### src/rtl/schmitt_debounce_pkg.sv
// schmitt_debounce_pkg: shared defaults and state encoding for the debounced Schmitt channels
package schmitt_debounce_pkg;
  localparam int DEF_CNT_W = 8;
  localparam int DEF_CNT_MAX = 255;
  localparam int DEF_HI_TH = 200;
  localparam int DEF_LO_TH = 55;
  localparam int DEF_SYNC_STAGES = 2;
  typedef enum logic {ST_LOW = 1'b0, ST_HIGH = 1'b1} state_e;
endpackage

### src/rtl/schmitt_debounce_chan.sv
// schmitt_debounce_chan: one channel of synchronizer, saturating integrator, hysteresis state and edge strobes
module schmitt_debounce_chan
  import schmitt_debounce_pkg::*;
#(
  parameter int CNT_W = DEF_CNT_W,
  parameter int CNT_MAX = DEF_CNT_MAX,
  parameter int HI_TH = DEF_HI_TH,
  parameter int LO_TH = DEF_LO_TH,
  parameter int SYNC_STAGES = DEF_SYNC_STAGES
) (
  input  logic clk,
  input  logic rst,
  input  logic din,
  output logic dout_n,
  output logic rise,
  output logic fall
);
  localparam logic [CNT_W-1:0] MAX_C = CNT_W'(CNT_MAX);
  localparam logic [CNT_W-1:0] HI_C = CNT_W'(HI_TH);
  localparam logic [CNT_W-1:0] LO_C = CNT_W'(LO_TH);
  logic [SYNC_STAGES-1:0] sync_q, sync_d;
  logic [CNT_W-1:0] cnt_q, cnt_d;
  state_e state_q, state_d;
  logic rise_q, rise_d, fall_q, fall_d;
  logic s;
  always_comb begin
    sync_d = {sync_q[SYNC_STAGES-2:0], din};
    s = sync_q[SYNC_STAGES-1];
    cnt_d = (s && cnt_q < MAX_C) ? cnt_q + 1'b1 : (!s && cnt_q != '0) ? cnt_q - 1'b1 : cnt_q;
    // thresholds act on the registered count, so state lags the counter by one edge
    state_d = (state_q == ST_LOW && cnt_q >= HI_C) ? ST_HIGH :
              (state_q == ST_HIGH && cnt_q <= LO_C) ? ST_LOW : state_q;
    rise_d = state_q == ST_LOW && state_d == ST_HIGH;
    fall_d = state_q == ST_HIGH && state_d == ST_LOW;
  end
  always_ff @(posedge clk or posedge rst) begin
    if (rst) begin
      sync_q <= '0;
      cnt_q <= '0;
      state_q <= ST_LOW;
      rise_q <= 1'b0;
      fall_q <= 1'b0;
    end else begin
      sync_q <= sync_d;
      cnt_q <= cnt_d;
      state_q <= state_d;
      rise_q <= rise_d;
      fall_q <= fall_d;
    end
  end
  assign dout_n = state_q == ST_LOW;
  assign rise = rise_q;
  assign fall = fall_q;
endmodule

### src/rtl/schmitt_debounce_hex.sv
// schmitt_debounce_hex: CHANNELS independent debounced, inverted Schmitt-style input conditioners
module schmitt_debounce_hex
  import schmitt_debounce_pkg::*;
#(
  parameter int CHANNELS = 6,
  parameter int CNT_W = DEF_CNT_W,
  parameter int CNT_MAX = DEF_CNT_MAX,
  parameter int HI_TH = DEF_HI_TH,
  parameter int LO_TH = DEF_LO_TH,
  parameter int SYNC_STAGES = DEF_SYNC_STAGES
) (
  input  logic                clk,
  input  logic                rst,
  input  logic [CHANNELS-1:0] din,
  output logic [CHANNELS-1:0] dout_n,
  output logic [CHANNELS-1:0] rise,
  output logic [CHANNELS-1:0] fall
);
  if (!(LO_TH >= 0 && LO_TH < HI_TH && HI_TH <= CNT_MAX && CNT_MAX <= 2**CNT_W - 1 && SYNC_STAGES >= 2))
    begin : g_bad_params
      $error("schmitt_debounce_hex: illegal threshold, width or sync-stage parameters");
    end
  for (genvar g = 0; g < CHANNELS; g++) begin : g_ch
    schmitt_debounce_chan #(
      .CNT_W(CNT_W),
      .CNT_MAX(CNT_MAX),
      .HI_TH(HI_TH),
      .LO_TH(LO_TH),
      .SYNC_STAGES(SYNC_STAGES)
    ) u_chan (
      .clk(clk),
      .rst(rst),
      .din(din[g]),
      .dout_n(dout_n[g]),
      .rise(rise[g]),
      .fall(fall[g])
    );
  end
endmodule

### config.mk
export PLATFORM = sky130hd
export DESIGN_NAME = schmitt_debounce_hex
export DESIGN_NICKNAME = d
export VERILOG_FILES = /design/src/rtl/schmitt_debounce_pkg.sv /design/src/rtl/schmitt_debounce_chan.sv /design/src/rtl/schmitt_debounce_hex.sv
export SDC_FILE = /design/constraint.sdc
export NUM_CORES = 1
export LEC_CHECK = 0
export BUFFER_PORTS_ARGS = -buffer_cell sky130_fd_sc_hd__buf_2
export CORE_ASPECT_RATIO = 1.75
export CORE_UTILIZATION = 50
export CTS_CLUSTER_SIZE = 14
export DETAILED_ROUTE_END_ITERATION = 8
export GPL_TIMING_DRIVEN = 0
export PLACE_DENSITY = 0.67
export RECOVER_POWER = 25
export SLEW_MARGIN = 20
export SYNTH_ARGS = -nofsm -noshare
export SYNTH_HDL_FRONTEND = slang
export SYNTH_HIERARCHICAL = 1
export SYNTH_SLANG_ARGS = --single-unit
### constraint.sdc
create_clock -name clk -period 6.2 [get_ports clk]
set_input_delay 0.93 -clock clk [delete_from_list [all_inputs] [get_ports clk]]
set_output_delay 0.93 -clock clk [all_outputs]
set_load 0.01 [all_outputs]
==> results of run 1 <==
-- power by group --
part           total [uW]  leakage (uW)  switching (uW)  internal, uW
logic                1470       0.00137             804           666
registers            1000      0.000938             267           736
clock network         550      0.000150             192           358
-- area by class of cell --
cell class | count | area, um^2 | share of cell area, %
Sequential cell | 78 | 1950 | 36.1
Buffer | 12 | 97.6 | 1.81
Tap cell | 122 | 153 | 2.82
Multi-Input combinational cell | 366 | 2640 | 48.7
Inverter | 36 | 135 | 2.50
Clock buffer | 10 | 239 | 4.42
Timing Repair Buffer | 25 | 123 | 2.27
Clock inverter | 4 | 72.6 | 1.34
-- metal layers --
metal / track usage, % / share of wire (%)
met4: 12.4 / 3.1
met3: 4.03 / 2.8
met1: 22.7 / 38
met2: 41.7 / 56
met5: 0 / 0
-- metrics by stage --
step,total power (uW),cell area (um^2),utilization [%],cells,setup WS (ns)
after detailed placement,2460,5080,54.0,639,3.26
after CTS,3040,5390,57.3,653,3.23
final,3020,5410,57.5,653,3.32
after global placement,2410,5080,54.0,639,3.33
after floorplan,2120,4800,-,492,3.80
after global routing,3290,5410,57.5,653,3.07
-- how the worst max path moves through the flow --
stage                                    to  slack (ns)  cells after the start
finish              g_ch[1].u_chan/cnt_q[7]        3.32                      7
global route        g_ch[3].u_chan/cnt_q[5]        3.07                      7
CTS                 g_ch[0].u_chan/cnt_q[7]        3.23                      7
detailed placement  g_ch[2].u_chan/cnt_q[7]        3.26                      7
global placement    g_ch[0].u_chan/cnt_q[7]        3.33                      7
floorplan           g_ch[0].u_chan/cnt_q[7]        3.80                      7
-- synth_stat cells, types with 12 or more instances --
master | instances | area (um^2)
a21oi_2 | 12 | 105
a211oi_1 | 12 | 90.1
inv_1 | 36 | 135
o31ai_1 | 24 | 180
nor2_1 | 36 | 135
nand2_1 | 24 | 90.1
o21a_1 | 12 | 90.1
xor2_1 | 12 | 105
dfrtp_1 | 78 | 1950
nor3_1 | 36 | 180
nand4_1 | 12 | 75.1
ha_1 | 36 | 450
a21oi_1 | 18 | 90.1
a21o_1 | 12 | 90.1
o21ai_0 | 42 | 210
-- flip-flops by register name (all words and copies together) (netlist names) --
signal               cells
g_ch.u_chan/state_q      6
g_ch.u_chan/sync_q      12
g_ch.u_chan/rise         6
g_ch.u_chan/cnt_q       48
g_ch.u_chan/fall         6
-- cells by family (layout without fill, tap and decap cells) --
kind of cell / after synthesis / in the layout
AOI/OAI and AO/OA: 168 / 168
xor gates and xnor gates: 18 / 18
adders and majority gates: 42 / 42
buffers and inverters: 48 / 87
DFF: 78 / 78
and+or+nand+nor: 138 / 138
==> impl_metrics.yaml, run 1 <==
layout:
  final_common_cell: "dfrtp_1"
  layout_common_cells: "78 x dfrtp_1, 42 x o21ai_0"
  fin_nets: 578
  nFillCells: 820
  drive_gt1_share_pct: 16.6
  diodes: 0
  area_growth_pct: 12.5
synthesis:
  synth_cell_types: 30
  syn-cell-area_um2: 4800
  ys.flop_type: "dfrtp_1"
  synth_xor_area_share_pct: 3.28
  synth_cells: 492
  synth_edf_count: 0
  synth_seq_cells: 78
  avgSynthCellArea_um2: 9.77
  synth-compound-area-share_pct: 24.5
  async_reset_ff_share_pct: 100
  muxShareOfSynthArea_pct: 0
  synth_top_family_by_area: "compound AO/OA/AOI/OAI gates"
  synth-simple-area-share_pct: 14.8
  yosysSeqAreaShare_pct: 40.6
  synthAdderAreaFrac_pct: 11.9
  syn-num-nets: 542
  yosysWarningCount: 6
placement:
  gp_congestion: 0.859
  dp_hpwl_mm: 7.60
  io_buffer_count: 25
min_path:
  min_path_cells: 0
  hold_class: "reg2reg"
  min_from: "g_ch[4].u_chan/sync_q[0]"
  whs_endpoint: "g_ch[4].u_chan/sync_q[1]"
global_routing:
  overflow: 0
  grt_pass1_wl_mm: 17.7
  grt_max_degree: 14
  grt_pass1_vias: 3998
  grt_usage_pct: 22.2
  antenna_found_initial: 0
worst_setup_path:
  slowest_delay_ns: 0.88
  start_kind: "flip-flop"
  timing.critical_path.buf_inv: 0
  worst-path-max-fanout: 8
  rr_endpoint: "g_ch[1].u_chan/cnt_q[7]"
  crit_path_top_delay_cell: "o31ai_1"
  crit_family: "compound AO/OA/AOI/OAI gates"
  critical_path.endpoint_type: "flip-flop"
  crit_required_ns: 6.42
  arrival_ns: 3.10
  path_class: "reg2reg"
  r2r_start: "g_ch[1].u_chan/cnt_q[0]"
  rrSetupSlack_ns: 3.32
  cp_common_cell: "o31ai_1"
  rr_worst_depth: 7
  crit_start: "g_ch[1].u_chan/cnt_q[0]"
  path_cells: "nand4_1 > o31ai_1 > ha_1 > nor2_1 > o31ai_1 > nand2_1 > o311ai_1"
clock_tree:
  cts_sinks: 78
  ctsResizeCount: 0
  cts.hold.buffers_added: 0
  cts_setup_buffers: 0
  cts_made_buffers: 9
  clk_pin_slew_worst_paths_ns: 0.06
  cts_buffer_depth: 2
  htree_num_levels: 3
  root_buffer: "clkbuf_16"
  cts_tree: "built"
  clkLatencyLatePin_ns: 0.33
timing:
  setup_tns_ns: 0
  fin_skew_ns: 0.00292
  hold_violations: 0
  holdWs_ns: 0.348
  setup_violations: 0
  rsz0062_at_grt: "no"
  tightest_slew_ns: 1.09
  max_clock_freq_mhz: 347
  slew_headroom_pct: 26.6
  fin_crit_sh_pct: 46.5
  finalMaxSlewViolations: 0
  fin_crit_ns: 2.88
floorplan:
  die_w_um: 76.1
  ios: 26
  core_region_area_um2: 9410
  die-area_um2: 10000
  core.rowCount: 47
  initial_utilization_pct: 51.1
  dieHeight_um: 132
power:
  p_leak_uw: 0.00246
  vdd_ir_drop_max_mv: 0.238
  power_density_nw_per_um2: 559
job:
  maxCapViolCount: 0
route:
  drt_pass1_iterations: 4
  vias: 3946
  wire_per_inst_um: 15.5
  wirelength_mm: 10.2
  drt_iter0_drc: 131
  via_per_inst: 6.04
  drc: 0
  ant_nets: 0
run_status:
  outcome: "completed"
Note: power is estimated with default switching activity, not from simulation.
==> inputs of run 2 (changes only) <==
--- a/config.mk
+++ b/config.mk
@@ -5,13 +5,14 @@
 export SDC_FILE = /design/constraint.sdc
 export NUM_CORES = 1
 export LEC_CHECK = 0
+export ABC_AREA = 1
 export BUFFER_PORTS_ARGS = -buffer_cell sky130_fd_sc_hd__buf_2
 export CORE_ASPECT_RATIO = 1.75
 export CORE_UTILIZATION = 50
 export CTS_CLUSTER_SIZE = 14
 export DETAILED_ROUTE_END_ITERATION = 8
 export GPL_TIMING_DRIVEN = 0
-export PLACE_DENSITY = 0.67
+export PLACE_DENSITY = 0.7
 export RECOVER_POWER = 25
 export SLEW_MARGIN = 20
 export SYNTH_ARGS = -nofsm -noshare
==> constraint.sdc (replaced) <==
create_clock -name clk -period 2.5 [get_ports clk]
set_input_delay 0.375 -clock clk [delete_from_list [all_inputs] [get_ports clk]]
set_output_delay 0.375 -clock clk [all_outputs]
set_load 0.01 [all_outputs]
==> impl_metrics.yaml, run 2 <==
run_status:
  outcome: "completed"
global_routing:
  grt_pass1_vias: 3788
  grt_max_degree: 15
  grt_pass1_wl_mm: 16.3
  grt_usage_pct: 20.1
  overflow: 0
  antenna_found_initial: 0
timing:
  fin_skew_ns: 0.00508
  tightest_slew_ns: 0.526
  setup_violations: 0
  slew_headroom_pct: 64.5
  max_clock_freq_mhz: 465
  fin_crit_ns: 2.15
  finalMaxSlewViolations: 0
  hold_violations: 0
  rsz0062_at_grt: "no"
  fin_crit_sh_pct: 86.0
  holdWs_ns: 0.157
  setup_tns_ns: 0
layout:
  fin_nets: 698
  stdcell_count: 775
  largest_reg_flops: 48
  final_common_cell: "nand2_1"
  drive_gt1_share_pct: 13.3
  layout_common_cells: "192 x nand2_1, 78 x dfrtp_1, 60 x inv_1"
  largest_register: "g_ch.u_chan/cnt_q"
  area_growth_pct: 12.2
  nFillCells: 866
  reg_top3: "g_ch.u_chan/cnt_q (48), g_ch.u_chan/sync_q (12)"
  diodes: 0
worst_setup_path:
  rrSetupSlack_ns: 0.35
  path_class: "reg2reg"
  rr_worst_depth: 12
  critical_path.endpoint_type: "flip-flop"
  start_kind: "flip-flop"
  rr_endpoint: "g_ch[1].u_chan/cnt_q[6]"
  worst-path-max-fanout: 8
  arrival_ns: 2.36
  r2r_start: "g_ch[1].u_chan/cnt_q[1]"
  crit_required_ns: 2.71
floorplan:
  core.rowCount: 47
  die_w_um: 76.7
  core_region_area_um2: 9470
  initial_utilization_pct: 51.5
  ios: 26
  dieHeight_um: 133
  die-area_um2: 10200
synthesis:
  yosysSeqAreaShare_pct: 40.0
  synthTopCellsByArea: "dfrtp_1 40%, nand2_1 15%, ha_1 9.2%, nand3_1 4.9%, inv_1 4.6%"
  yosysTopAreaCellShare_pct: 40.0
  yosysWarningCount: 6
  ys.flop_type: "dfrtp_1"
  async_reset_ff_share_pct: 100
  synth_most_common_cell: "nand2_1"
  syn-cell-area_um2: 4880
  syn-num-nets: 662
  synth_cells: 612
  synth_edf_count: 0
  avgSynthCellArea_um2: 7.97
  synth_common_cells: "192 x nand2_1, 78 x dfrtp_1, 60 x inv_1, 54 x nor2_1, 48 x nand3_1"
  synth_seq_cells: 78
  synth_cell_types: 21
  yosys.area.top_type: "dfrtp_1"
placement:
  io_buffer_count: 25
  dp_hpwl_mm: 7.33
  gp_congestion: 0.869
  dp.cells: 759
clock_tree:
  cts_setup_buffers: 0
  cts_sinks: 78
  htree_num_levels: 3
  cts_made_buffers: 9
  cts_buffer_depth: 2
  ctsResizeCount: 0
  root_buffer: "clkbuf_16"
  clk_pin_slew_worst_paths_ns: 0.06
  cts_tree: "built"
  cts.hold.buffers_added: 0
  clkLatencyLatePin_ns: 0.32
power:
  switchingPower_uw: 3120
  intPower_uw: 4200
  pwr-share-seq_pct: 33.6
  pwr-share-clk_pct: 18.7
  p_leak_uw: 0.00289
  power_density_nw_per_um2: 1340
  comb_power_share_pct: 47.7
  vdd_ir_drop_max_mv: 0.641
  swShare_pct: 42.6
min_path:
  min_from: "din[3]"
  whs_endpoint: "g_ch[3].u_chan/sync_q[0]"
  hold_class: "in2reg"
  min_path_cells: 1
route:
  drt_pass1_iterations: 4
  wire_per_inst_um: 12.0
  via_per_inst: 5.02
  ant_nets: 0
  drc: 0
  wirelength_mm: 9.26
  vias: 3890
  drt_iter0_drc: 138
job:
  maxCapViolCount: 0
-- run 2: changes by cell type in the layout (fill, tap and decap cells not counted), sizes merged, moves of 18 or more --
cell / previous run / this run
inv: 36 / 74
xnor2: 6 / 24
nor2: 36 / 72
o21ai: 42 / 18
nand2: 30 / 204
nand3: 0 / 48
o31ai: 24 / 0
nor3: 36 / 0
-- run 2: cell families (layout without fill, tap and decap cells) --
logic type      after synthesis  in the layout  synth area share, %
buf+inv                      72            113                 5.54
xor+xnor                     24             24                 4.31
fa+ha+maj                    42             42                 11.7
simple gates                342            342                 32.3
compound gates               54             54                 6.15
flops                        78             78                 40.0
-- run 2: metrics by stage --
stage	setup WS [ns]	total power [uW]	instance area (um^2)	utilization (%)
2_1_floorplan	0.637	5110	4880	-
3_3_place_gp	0.455	5850	5160	54.5
3_5_place_dp	0.388	5970	5160	54.5
4_1_cts	0.361	7400	5480	57.9
5_1_grt	0.147	8040	5480	57.8
6_report	0.350	7320	5480	57.8
-- run 2: per-layer routing --
metal / up-vias / track usage [%] / wire length [um]
met1: 1770 / 21.1 / 3640
li1: 2033 / - / -
met3: 19 / 2.97 / 239
met4: 0 / 8.65 / 216
met5: - / 0 / 0
met2: 68 / 38.6 / 5170
-- run 2: layout make-up --
cell class                      count  area [um^2]  area share, %
Sequential cell                    78         1950           35.6
Clock inverter                      7         96.3           1.76
Inverter                           72          270           4.93
Timing Repair Buffer               25          123           2.24
Multi-Input combinational cell    462         2660           48.5
Clock buffer                        9          225           4.11
Tap cell                          122          153           2.79
-- run 2: worst max-delay path: stages, from the launching register on --
cell and delay (ns):
dfrtp_1 0.47, nand2_1 0.08, nor2_1 0.09, nand2_1 0.07, nand2_2 0.17, ha_1 0.32
a21oi_1 0.14, nand2_1 0.10, nand2_1 0.07, nand2_1 0.07, or2_2 0.27, nand3_1 0.11
nand2_1 0.07
-- run 2: power groups by stage --
| stage | Sequential, uW | Combinational (uW) | Clock, uW |
|---|---|---|---|
| 3_3_place_gp | 2470 | 3370 | 0 |
| 4_1_cts | 2470 | 3520 | 1400 |
| 3_5_place_dp | 2490 | 3480 | 0 |
| 6_report | 2460 | 3490 | 1370 |
| 5_1_grt | 2570 | 4030 | 1450 |
| 2_1_floorplan | 2340 | 2770 | 0 |
-- run 2: worst max-delay path by stage --
stage                                       start                      end  slack (ns)
after floorplan           g_ch[0].u_chan/cnt_q[0]  g_ch[0].u_chan/cnt_q[6]        0.64
after global placement    g_ch[5].u_chan/cnt_q[0]  g_ch[5].u_chan/cnt_q[6]        0.45
after detailed placement  g_ch[1].u_chan/cnt_q[0]  g_ch[1].u_chan/cnt_q[6]        0.39
after CTS                 g_ch[1].u_chan/cnt_q[0]  g_ch[1].u_chan/cnt_q[6]        0.36
after global routing      g_ch[4].u_chan/cnt_q[0]  g_ch[4].u_chan/cnt_q[6]        0.15
final                     g_ch[1].u_chan/cnt_q[1]  g_ch[1].u_chan/cnt_q[6]        0.35
